[src/rtl/load_store_unit.sv]
`default_nettype none
// ============================================================================
//  Module      : load_store_unit
//  Description : Data-memory initiator. Handles one load/store at a time,
//                aligns addresses to whole words, extracts and extends
//                byte/halfword load lanes, and does read-modify-write for
//                sub-word stores. Misaligned or illegal accesses complete
//                with an error and never strobe the memory.
//  Revision    : 1.0 - initial release
// ============================================================================
module load_store_unit #(
    parameter int DW    = 32,
    parameter int ADDRW = 32
) (
    input  logic             clk,
    input  logic             rst,
    input  logic             req_valid,
    output logic             req_ready,
    input  logic             req_write,
    input  logic [2:0]       req_funct3,
    input  logic [ADDRW-1:0] req_addr,
    input  logic [DW-1:0]    req_wdata,
    output logic [ADDRW-1:0] mem_addr,
    output logic [DW-1:0]    mem_wdata,
    output logic             mem_write,
    output logic             mem_read,
    input  logic [DW-1:0]    mem_rdata,
    output logic             resp_valid,
    output logic [DW-1:0]    resp_rdata,
    output logic             resp_err
);

    typedef enum logic [2:0] {
        S_IDLE  = 3'd0,
        S_LOAD  = 3'd1,
        S_ST_RD = 3'd2,
        S_ST_WR = 3'd3,
        S_RESP  = 3'd4
    } state_t;

    localparam logic [2:0] c_F3_B  = 3'b000;
    localparam logic [2:0] c_F3_H  = 3'b001;
    localparam logic [2:0] c_F3_W  = 3'b010;
    localparam logic [2:0] c_F3_BU = 3'b100;
    localparam logic [2:0] c_F3_HU = 3'b101;

    state_t           r_state;
    state_t           w_state_nxt;
    logic [ADDRW-1:0] r_addr;
    logic [2:0]       r_funct3;
    logic [15:0]      r_wdata;      // only the low half is ever written for B/H
    logic [DW-1:0]    r_merge;
    logic [DW-1:0]    r_resp_rdata;
    logic             r_resp_err;

    logic             w_req_err;
    logic [7:0]       w_byte;
    logic [15:0]      w_half;
    logic [DW-1:0]    w_load_data;
    logic [DW-1:0]    w_merge;

    // Classify the incoming request: alignment and funct3 legality
    always_comb begin
        w_req_err = 1'b0;
        case (req_funct3)
            c_F3_B:  w_req_err = 1'b0;
            c_F3_H:  w_req_err = req_addr[0];
            c_F3_W:  w_req_err = (req_addr[1:0] != 2'b00);
            c_F3_BU: w_req_err = req_write;
            c_F3_HU: w_req_err = req_write | req_addr[0];
            default: w_req_err = 1'b1;
        endcase
    end

    // Lane extraction and sign/zero extension of the returned memory word
    always_comb begin
        w_byte      = mem_rdata[{r_addr[1:0], 3'b000} +: 8];
        w_half      = r_addr[1] ? mem_rdata[31:16] : mem_rdata[15:0];
        w_load_data = mem_rdata;
        case (r_funct3)
            c_F3_B:  w_load_data = {{(DW-8){w_byte[7]}}, w_byte};
            c_F3_BU: w_load_data = {{(DW-8){1'b0}}, w_byte};
            c_F3_H:  w_load_data = {{(DW-16){w_half[15]}}, w_half};
            c_F3_HU: w_load_data = {{(DW-16){1'b0}}, w_half};
            default: w_load_data = mem_rdata;
        endcase
    end

    // Read-modify-write merge: overwrite the addressed lane(s) of the old word
    always_comb begin
        w_merge = mem_rdata;
        if (r_funct3[1:0] == 2'b00) begin
            w_merge[{r_addr[1:0], 3'b000} +: 8] = r_wdata[7:0];
        end else begin
            w_merge[{r_addr[1], 4'b0000} +: 16] = r_wdata;
        end
    end

    // Next-state logic
    always_comb begin
        w_state_nxt = r_state;
        case (r_state)
            S_IDLE: begin
                if (req_valid) begin
                    if (w_req_err) begin
                        w_state_nxt = S_RESP;
                    end else if (!req_write) begin
                        w_state_nxt = S_LOAD;
                    end else if (req_funct3 == c_F3_W) begin
                        w_state_nxt = S_ST_WR;
                    end else begin
                        w_state_nxt = S_ST_RD;
                    end
                end
            end
            S_LOAD:  w_state_nxt = S_RESP;
            S_ST_RD: w_state_nxt = S_ST_WR;
            S_ST_WR: w_state_nxt = S_RESP;
            S_RESP:  w_state_nxt = S_IDLE;
            default: w_state_nxt = S_IDLE;
        endcase
    end

    // Memory-side and handshake outputs; reset masks every strobe immediately
    always_comb begin
        req_ready  = 1'b0;
        mem_read   = 1'b0;
        mem_write  = 1'b0;
        resp_valid = 1'b0;
        mem_addr   = '0;
        mem_wdata  = '0;
        if (r_state != S_IDLE) begin
            mem_addr = {r_addr[ADDRW-1:2], 2'b00};
        end
        if (!rst) begin
            case (r_state)
                S_IDLE:  req_ready  = 1'b1;
                S_LOAD:  mem_read   = 1'b1;
                S_ST_RD: mem_read   = 1'b1;
                S_ST_WR: begin
                    mem_write = 1'b1;
                    mem_wdata = r_merge;
                end
                S_RESP:  resp_valid = 1'b1;
                default: req_ready  = 1'b0;
            endcase
        end
    end

    assign resp_rdata = r_resp_rdata;
    assign resp_err   = r_resp_err;

    // State, request latch, merge word and response registers
    always_ff @(posedge clk) begin
        if (rst) begin
            r_state      <= S_IDLE;
            r_addr       <= '0;
            r_funct3     <= '0;
            r_wdata      <= '0;
            r_merge      <= '0;
            r_resp_rdata <= '0;
            r_resp_err   <= 1'b0;
        end else begin
            r_state <= w_state_nxt;
            case (r_state)
                S_IDLE: begin
                    if (req_valid) begin
                        r_addr   <= req_addr;
                        r_funct3 <= req_funct3;
                        r_wdata  <= req_wdata[15:0];
                        if (w_req_err) begin
                            r_resp_rdata <= '0;
                            r_resp_err   <= 1'b1;
                        end else if (req_write && (req_funct3 == c_F3_W)) begin
                            r_merge <= req_wdata;
                        end
                    end
                end
                S_LOAD: begin
                    r_resp_rdata <= w_load_data;
                    r_resp_err   <= 1'b0;
                end
                S_ST_RD: begin
                    r_merge <= w_merge;
                end
                S_ST_WR: begin
                    r_resp_rdata <= '0;
                    r_resp_err   <= 1'b0;
                end
                default: begin
                    r_resp_err <= r_resp_err;
                end
            endcase
        end
    end

endmodule
`default_nettype wire

[config.mk]
export PLATFORM = sky130hd
export DESIGN_NAME = load_store_unit
export DESIGN_NICKNAME = d
export VERILOG_FILES = /design/src/rtl/load_store_unit.sv
export SDC_FILE = /design/constraint.sdc
export NUM_CORES = 1
export LEC_CHECK = 0
export CAP_MARGIN = 20
export CELL_PAD_IN_SITES_DETAIL_PLACEMENT = 2
export CELL_PAD_IN_SITES_GLOBAL_PLACEMENT = 2
export CORE_ASPECT_RATIO = 0.7
export CORE_MARGIN = 1.5
export CORE_UTILIZATION = 29
export CTS_BUF_LIST = sky130_fd_sc_hd__clkbuf_16
export DETAILED_ROUTE_END_ITERATION = 6
export PLACE_DENSITY_LB_ADDON = 0.1
export SLEW_MARGIN = 0
export SYNTH_ARGS = -nofsm -noshare
export SYNTH_HDL_FRONTEND = slang
export SYNTH_SLANG_ARGS = --single-unit
[constraint.sdc]
create_clock -name clk -period 7.8 [get_ports clk]
set_input_delay 1.95 -clock clk [delete_from_list [all_inputs] [get_ports clk]]
set_output_delay 1.95 -clock clk [all_outputs]
set_load 0.02 [all_outputs]
==> flow_metrics.py, run 1 <==
metrics = {
    "status": {
        "status": "completed",
    },
    "worst_setup_path": {
        "cpLargestDelayFamily": "simple AND/OR/NAND/NOR gates",
        "crit_chain": "buf_2, inv_1, and3_1, and2_1, clkdlybuf4s50_1",
        "critPathBufInv": 3,
        "cpPeakStageDelay_ps": 830,
        "cp-end-kind": "primary output",
        "critPathKind": "in -> out",
        "required_ps": 5850,
        "crit_fanout": 33,
        "critPathLaunchType": "primary input",
        "cpMaxStageDelayCell": "and3_1",
        "cp.arrival_ps": 3860,
    },
    "placed_design": {
        "place.port_buffers": 201,
        "gp_congestion": 0.826,
        "place_hpwl_um": 20300,
    },
    "floorplan": {
        "fp.coreArea_um2": 21600,
        "dieWidth_um": 180,
        "dieHeight_um": 127,
        "ioPinCount": 204,
        "fp.dieArea_um2": 23000,
        "initial_utilization_pct": 29.6,
        "rows": 45,
    },
    "synthesis": {
        "ys.warnings.count": 0,
        "synth-async-reset-ratio_pct": 0,
        "syn_area_per_cell_um2": 8.38,
        "ys_seq_area_share_pct": 37.3,
        "synthCells": 763,
        "syn_area_um2": 6390,
        "synth_cell_types": 57,
        "synth-edff-count": 0,
        "synth_top_flop_cell": "dfxtp_1",
        "synth_seq_cells": 119,
    },
    "layout": {
        "final_core_util_pct": 42.5,
        "final_cell_mix": "clkdlybuf4s50_1 (200), nand2_1 (123), dfxtp_1 (118)",
        "area_growth_pct": 43.6,
        "nFillCells": 2354,
        "final_common_cell": "clkdlybuf4s50_1",
        "num-nets-final": 1026,
        "n_antenna_cell": 0,
        "final_layout_size_suffix_gt1_share_pct": 7.20,
    },
    "power": {
        "p_leak_nw": 3.09,
        "ir_worst_vdd_v": 0.000142,
        "power.density_nw_per_um2": 211,
        "power.total_mw": 1.94,
    },
    "timing": {
        "hold_violations": 0,
        "rsz0062_at_grt": "false",
        "skew_ps": 9.81,
        "period_needed_ps": 5810,
        "setup_viol": 0,
        "period_share_pct": 74.5,
        "worst_pin_slew_ps": 1080,
        "drv_slew": 0,
        "max_slew_margin_pct": 27.0,
        "finalSetupTns_ps": 0,
        "fmax_mhz": 172,
    },
    "detailed_routing": {
        "drt_pre_antenna_iters": 4,
        "wirelength_um": 28200,
        "num_vias": 6729,
        "drt_iter0_markers": 412,
        "wire_per_inst_um": 23.3,
        "avgViaCountPerCell": 5.55,
        "drc": 0,
        "ant_nets": 0,
    },
    "clocking": {
        "clock-sinks": 119,
        "clockBufferDepth": 2,
        "numCtsBuffers": 17,
        "cts_tree": "done",
        "postCtsResizedCells": 0,
        "clock_latency_ps": 430,
        "cts-root-buf": "clkbuf_16",
        "clk_pin_slew_ps": 60,
        "htree_levels": 4,
        "postCtsHoldBufs": 0,
        "cts_setup_buffers": 0,
    },
    "global_route": {
        "grt_max_degree": 69,
        "grt_overflow_total": 0,
        "grt_first_pass_wirelength_um": 43100,
        "antenna_found_initial": 2,
        "track_usage_pct": 24.4,
        "grt_pass1_vias": 7264,
    },
    "job": {
        "maxCapViolations": 0,
    },
    "hold_path": {
        "hp-class": "reg -> reg",
    },
}
cell usage after synthesis, types with 2 or more instances:
master	n	area, um2
nand2b_1	20	125
or4b_2	6	60.1
a32o_1	16	160
nor3_1	3	15.0
mux2i_1	24	240
nor2_1	7	26.3
o22ai_1	7	43.8
buf_4	2	15.0
buf_2	16	80.1
nor4_1	2	12.5
o21ai_0	2	10.0
and2_1	35	219
ha_1	5	62.6
o21a_1	34	255
mux2_2	2	22.5
dfxtp_1	119	2380
clkbuf_1	49	184
o221ai_1	7	61.3
nor2b_1	32	200
or4b_1	2	20.0
nand2_1	124	465
a21oi_1	69	345
buf_6	4	45.0
a31oi_1	16	100
nor3b_1	2	15.0
nand3_1	25	125
a22o_1	8	70.1
mux4_2	2	45.0
a2bb2oi_1	7	61.3
inv_1	8	30.0
o32a_1	32	320
a211oi_1	18	135
buf_1	7	26.3
nand4_1	10	62.6
o21ai_1	3	15.0
a221oi_1	16	140
or3b_1	2	17.5
final cells by class:
| class | instances | area [um2] | share of cell area [%] |
|---|---|---|---|
| timing repair buffer | 213 | 2110 | 23.0 |
| clock inverter | 14 | 221 | 2.41 |
| clock buffer | 17 | 425 | 4.63 |
| multi-input combinational | 558 | 3650 | 39.8 |
| inverter | 9 | 33.8 | 0.368 |
| sequential | 119 | 2380 | 26.0 |
| tap | 282 | 353 | 3.84 |
worst register-to-register path: cells and delay by family, from the launching register on:
kind | cells | cell delay, ps
buffers and inverters | 2 | 910
and+or+nand+nor | 1 | 450
adders and majority gates | 1 | 480
DFF | 1 | 310
AOI/OAI and AO/OA | 3 | 1180
report_power, final:
part / internal (mW) / total (mW) / switching (mW)
logic: 0.154 / 0.360 / 0.207
clock network: 0.569 / 0.889 / 0.321
registers: 0.652 / 0.690 / 0.0383
total: 1.37 / 1.94 / 0.566
logic make-up after synthesis:
family          Yosys count  synth area share [%]
simple gates            279                  22.6
compound gates          243                  28.2
mux                      28                  4.82
other cells               1                0.0587
buf+inv                  87                  6.01
xor+xnor                  1                 0.137
fa+ha+maj                 5                 0.979
flops                   119                  37.3
worst paths after layout:
kind                           startpoint                        to  slack, ps  cells after the start
hold / removal    r_addr[28]$_SDFFE_PP0P_   r_addr[28]$_SDFFE_PP0P_        460                      2
setup / recovery                      rst             mem_wdata[22]       1990                      5
hold reg to reg   r_addr[28]$_SDFFE_PP0P_   r_addr[28]$_SDFFE_PP0P_        460                      2
setup reg to reg   r_addr[1]$_SDFFE_PP0P_  r_merge[14]$_SDFFE_PP0P_       4430                      7
state kept, by name, summed over array words and instances, names as in the netlist:
signal,flops
r_state,3
r_wdata,16
resp_rdata,32
r_funct3,3
r_merge,32
r_addr,32
resp_err,1
routing by layer:
| metal | vias to the layer above | share of wire (%) | global-route usage [%] |
|---|---|---|---|
| met1 | 3411 | 48 | 32.5 |
| met2 | 173 | 46 | 39.8 |
| li1 | 3105 | - | - |
| met3 | 38 | 4.9 | 5.42 |
| met5 | - | 0.046 | 0 |
| met4 | 2 | 1.6 | 7.17 |
stage by stage:
stage / hold WS [ps] / worst slack [ps] / instances / instance area (um2)
4_1_cts: 456 / 1920 / 1210 / 9150
3_5_place_dp: 447 / 1920 / 1179 / 8500
2_1_floorplan: 432 / 2970 / 764 / 6390
3_3_place_gp: 438 / 2040 / 1179 / 8500
5_1_grt: 483 / 1810 / 1212 / 9180
6_report: 456 / 1990 / 1212 / 9180
No activity file was read; power rests on OpenSTA's default activity.
==> run 2: changes to the inputs <==
CORE_UTILIZATION = 27   (was 29)
clock period = 5.5 ns   (was 7.8 ns; I/O delays follow)
==> run 2 against run 1 <==
  * Combinational power up 44%
  * First-iteration DRC count up 4.9%
  * Wire length grew 1.4%
  * Largest power group unchanged
  * Global-route usage decreased by 1.4 points
  * Largest cell class unchanged
  * Non-clock buffer count increased by 2
  * Flip-flop and latch count stayed put
==> flow_metrics.py, run 2 (synthesized netlist as in run 1, its figures left out) <==
metrics = {
    "global_route": {
        "grt_overflow_total": 0,
        "track_usage_pct": 23.0,
        "grt_pass1_vias": 7062,
        "grt_first_pass_wirelength_um": 43400,
        "grt_max_degree": 52,
        "antenna_found_initial": 1,
    },
    "clocking": {
        "clock_latency_ps": 430,
        "cts-root-buf": "clkbuf_16",
        "numCtsBuffers": 17,
        "cts_setup_buffers": 0,
        "clk_pin_slew_ps": 50,
        "cts_tree": "done",
        "postCtsHoldBufs": 0,
        "clock-sinks": 119,
        "htree_levels": 4,
        "clockBufferDepth": 2,
        "postCtsResizedCells": 0,
    },
    "hold_path": {
        "min_delay_path_depth": 2,
        "hold-path-endpoint": "r_addr[22]$_SDFFE_PP0P_",
        "hp-class": "reg -> reg",
        "hp-start": "r_addr[22]$_SDFFE_PP0P_",
    },
    "floorplan": {
        "dieHeight_um": 132,
        "fp.coreArea_um2": 23000,
        "fp.dieArea_um2": 24600,
        "dieWidth_um": 187,
        "initial_utilization_pct": 27.8,
        "ioPinCount": 204,
        "rows": 46,
    },
    "layout": {
        "nFillCells": 2529,
        "final_common_cell": "clkdlybuf4s50_1",
        "fin_area_um2": 9240,
        "instances_no_fill": 1245,
        "final_layout_size_suffix_gt1_share_pct": 6.86,
        "n_antenna_cell": 0,
        "num-nets-final": 1028,
        "area_growth_pct": 44.6,
        "final_cell_mix": "clkdlybuf4s50_1 (200), nand2_1 (123), dfxtp_1 (118)",
    },
    "worst_setup_path": {
        "critPathLaunchType": "primary input",
        "worstReg2RegStart": "r_addr[0]$_SDFFE_PP0P_",
        "r2r-end": "r_merge[31]$_SDFFE_PP0P_",
        "required_ps": 4120,
        "cp.arrival_ps": 3110,
        "crit_fanout": 33,
        "critPathKind": "in -> out",
        "r2r_slack_ps": 1910,
        "cp-end-kind": "primary output",
        "reg2reg_depth": 6,
    },
    "timing": {
        "period_share_pct": 81.5,
        "finalSetupTns_ps": 0,
        "hold_violations": 0,
        "drv_slew": 0,
        "max_slew_margin_pct": 32.5,
        "worst_pin_slew_ps": 1010,
        "fmax_mhz": 223,
        "setup_viol": 0,
        "skew_ps": 7.76,
        "rsz0062_at_grt": "false",
        "hold_slack_ps": 453,
        "period_needed_ps": 4480,
    },
    "detailed_routing": {
        "drt_pre_antenna_iters": 5,
        "drt_iter0_markers": 432,
        "avgViaCountPerCell": 5.44,
        "drc": 0,
        "ant_nets": 0,
        "num_vias": 6773,
        "wire_per_inst_um": 23.0,
        "wirelength_um": 28600,
    },
    "placed_design": {
        "placed_cell_area_um2": 8560,
        "gp_congestion": 0.817,
        "place_hpwl_um": 20800,
        "placed_cells": 1209,
        "place.port_buffers": 201,
    },
    "power": {
        "power.density_nw_per_um2": 288,
        "power.total_mw": 2.66,
        "ir_worst_vdd_v": 0.000230,
        "p_leak_nw": 3.12,
    },
    "job": {
        "maxCapViolations": 0,
    },
    "status": {
        "status": "completed",
    },
}
-- run 2: cell count changes in the layout (fill, tap and decap cells not counted), moves of 2 or more --
cell / change
clkinv_1: +2
inv_1: +4
clkinv_2: +3
clkinvlp_4: -2
buf_4: -2
buf_16: +2
inv_6: -4
-- run 2: cell type report --
| class | instances | area [um2] | area share, % |
|---|---|---|---|
| Clock inverter | 15 | 170 | 1.84 |
| Timing Repair Buffer | 215 | 2180 | 23.6 |
| Clock buffer | 17 | 425 | 4.60 |
| Tap cell | 312 | 390 | 4.22 |
| Inverter | 9 | 33.8 | 0.365 |
| Multi-Input combinational cell | 558 | 3660 | 39.6 |
| Sequential cell | 119 | 2380 | 25.8 |
-- run 2: worst max path at each step --
stage | endpoint | cells after the start | slack (ps) | from
after floorplan | resp_valid | 2 | 1820 | rst
after global placement | mem_wdata[0] | 6 | 1070 | rst
after detailed placement | mem_wdata[23] | 6 | 980 | rst
after CTS | mem_wdata[23] | 6 | 980 | rst
after global routing | mem_wdata[23] | 6 | 870 | rst
final | mem_wdata[23] | 6 | 1020 | rst
-- run 2: critical path: stages --
cell	delay (ps)
buf_2	390
inv_1	140
and3_1	200
buf_4	220
and2_1	210
clkdlybuf4s50_1	550
-- run 2: layer usage --
layer	part of all wire, %	GRT usage, %	vias up
met2	44	34.7	225
met3	6.4	5.50	35
met1	48	32.2	3393
met4	1.9	7.39	0
li1	-	-	3120
met5	0	0	-
-- run 2: through the flow --
stage,setup WS [ps],util [%]
global placement,1070,37.2
finish,1020,40.3
detailed placement,984,37.3
global route,870,40.3
CTS,975,39.9
floorplan,1820,-
-- run 2: power by group --
| part | internal, mW | switching [mW] | total [mW] |
|---|---|---|---|
| combinational | 0.227 | 0.294 | 0.520 |
| clock | 0.743 | 0.417 | 1.16 |
| sequential | 0.925 | 0.0580 | 0.983 |
| total | 1.90 | 0.769 | 2.66 |
==> run 3: changes to the inputs <==
CORE_UTILIZATION = 24   (was 27)
clock period = 3.8 ns   (was 5.5 ns; I/O delays follow)
==> run 3 against run 2 <==
  * Clock power increased by 39%
  * Clock skew increased by 4.2 ps
  * Die area increased by 12%
  * Via count decreased by 1.9%
  * Worst hold slack improved by 3.6 ps
  * Combinational power increased by 44%
  * Wire length increased by 0.22%
  * Global-route usage decreased by 2.1 points
  * Largest cell class unchanged
==> flow_metrics.py, run 3 (synthesized netlist as in run 1, its figures left out) <==
metrics = {
    "timing": {
        "skew_ps": 12.0,
        "drv_slew": 0,
        "hold_violations": 0,
        "hold_slack_ps": 457,
        "setup_viol": 0,
        "finalSetupTns_ps": 0,
        "fmax_mhz": 286,
        "rsz0062_at_grt": "false",
        "max_slew_margin_pct": 39.3,
        "period_needed_ps": 3500,
        "worst_pin_slew_ps": 909,
        "period_share_pct": 92.0,
    },
    "global_route": {
        "track_usage_pct": 21.0,
        "antenna_found_initial": 1,
        "grt_pass1_vias": 7138,
        "grt_overflow_total": 0,
        "grt_max_degree": 52,
        "grt_first_pass_wirelength_um": 43800,
    },
    "worst_setup_path": {
        "required_ps": 2850,
        "worstReg2RegStart": "r_addr[0]$_SDFFE_PP0P_",
        "r2r_slack_ps": 1310,
        "cp.arrival_ps": 2550,
        "crit_chain": "nor2b_1, and3_1, buf_4, and2_1, clkdlybuf4s50_1",
        "cp-end-kind": "primary output",
        "critPathLaunchType": "register",
        "cpPeakStageDelay_ps": 600,
        "cpMaxStageDelayCell": "clkdlybuf4s50_1",
        "reg2reg_depth": 6,
        "crit_path_start": "r_state[0]$_SDFFE_PP0P_",
        "critPathKind": "reg -> out",
        "crit_fanout": 29,
        "crit_path_end": "mem_wdata[0]",
        "r2r-end": "r_merge[17]$_SDFFE_PP0P_",
        "cp_num_cells": 5,
        "cpLargestDelayFamily": "buffers and inverters",
        "critPathBufInv": 2,
    },
    "clocking": {
        "cts-root-buf": "clkbuf_16",
        "postCtsResizedCells": 0,
        "cts_tree": "done",
        "clock_latency_ps": 420,
        "cts_setup_buffers": 0,
        "clock-sinks": 119,
        "numCtsBuffers": 17,
        "clockBufferDepth": 2,
        "clk_pin_slew_ps": 60,
        "htree_levels": 4,
        "postCtsHoldBufs": 0,
    },
    "layout": {
        "instances_no_fill": 1305,
        "nFillCells": 2886,
        "num-nets-final": 1043,
        "final_common_cell": "clkdlybuf4s50_1",
        "final_cell_mix": "clkdlybuf4s50_1 (195), nand2_1 (123), dfxtp_1 (118)",
        "final_core_util_pct": 36.0,
        "final_layout_size_suffix_gt1_share_pct": 8.87,
        "area_growth_pct": 45.9,
    },
    "power": {
        "p_leak_nw": 3.18,
        "ir_worst_vdd_v": 0.000337,
        "power.density_nw_per_um2": 404,
    },
    "placed_design": {
        "place.port_buffers": 201,
        "placed_cells": 1272,
        "gp_congestion": 0.819,
        "place_hpwl_um": 21700,
    },
    "floorplan": {
        "dieWidth_um": 198,
        "fp.coreArea_um2": 25900,
        "ioPinCount": 204,
        "fp.dieArea_um2": 27600,
        "dieHeight_um": 140,
        "rows": 49,
        "initial_utilization_pct": 24.6,
    },
    "detailed_routing": {
        "wire_per_inst_um": 22.0,
        "avgViaCountPerCell": 5.09,
        "drt_pre_antenna_iters": 5,
        "drt_iter0_markers": 314,
        "ant_nets": 0,
        "drc": 0,
        "num_vias": 6645,
        "wirelength_um": 28700,
    },
    "status": {
        "status": "completed",
    },
    "hold_path": {
        "hp-class": "reg -> reg",
    },
    "job": {
        "maxCapViolations": 0,
    },
}
[run 3: layout make-up]
cell class	count	area, um2	share of cell area (%)
Inverter	9	33.8	0.362
Clock inverter	14	143	1.53
Multi-Input combinational cell	558	3650	39.2
Timing Repair Buffer	230	2240	24.0
Sequential cell	119	2380	25.6
Clock buffer	17	425	4.56
Tap cell	357	447	4.79
Antenna cell	1	2.50	0.0268
[run 3: stage by stage]
step	power [mW]	worst slack, ps	instance area [um2]
global route	3.96	127	9320
global placement	2.16	375	8730
finish	3.77	303	9330
detailed placement	2.19	305	8730
floorplan	1.84	966	6390
CTS	3.81	219	9300
[run 3: report_power, final]
group,switching (mW),internal (mW)
clock,0.596,1.01
sequential,0.0762,1.34
combinational,0.423,0.327
total,1.10,2.68
[run 3: routing by layer]
layer,part of all wire (%),track usage [%],wire length [um],up-vias
li1,-,-,-,3143
met5,0,0,0,-
met3,5.9,5.48,1690,24
met2,44,32.0,12600,151
met1,49,29.4,14000,3327
met4,1.2,4.74,358,0
[run 3: how the worst min path moves through the flow]
stage | from | to | slack, ps | depth (start not counted)
2_1_floorplan | r_addr[10]$_SDFFE_PP0P_ | r_addr[10]$_SDFFE_PP0P_ | 430 | 2
3_3_place_gp | r_addr[24]$_SDFFE_PP0P_ | r_addr[24]$_SDFFE_PP0P_ | 440 | 2
3_5_place_dp | r_addr[11]$_SDFFE_PP0P_ | r_addr[11]$_SDFFE_PP0P_ | 450 | 2
4_1_cts | r_addr[27]$_SDFFE_PP0P_ | r_addr[27]$_SDFFE_PP0P_ | 460 | 2
5_1_grt | r_addr[26]$_SDFFE_PP0P_ | r_addr[26]$_SDFFE_PP0P_ | 480 | 2
6_report | r_addr[22]$_SDFFE_PP0P_ | r_addr[22]$_SDFFE_PP0P_ | 460 | 2
[run 3: worst reg2reg max path, stage by stage (launching register included)]
cell	delay, ps
dfxtp_1	330
clkinv_1	190
ha_1	470
nand2b_1	200
or4b_2	640
a31oi_1	400
o32a_1	220
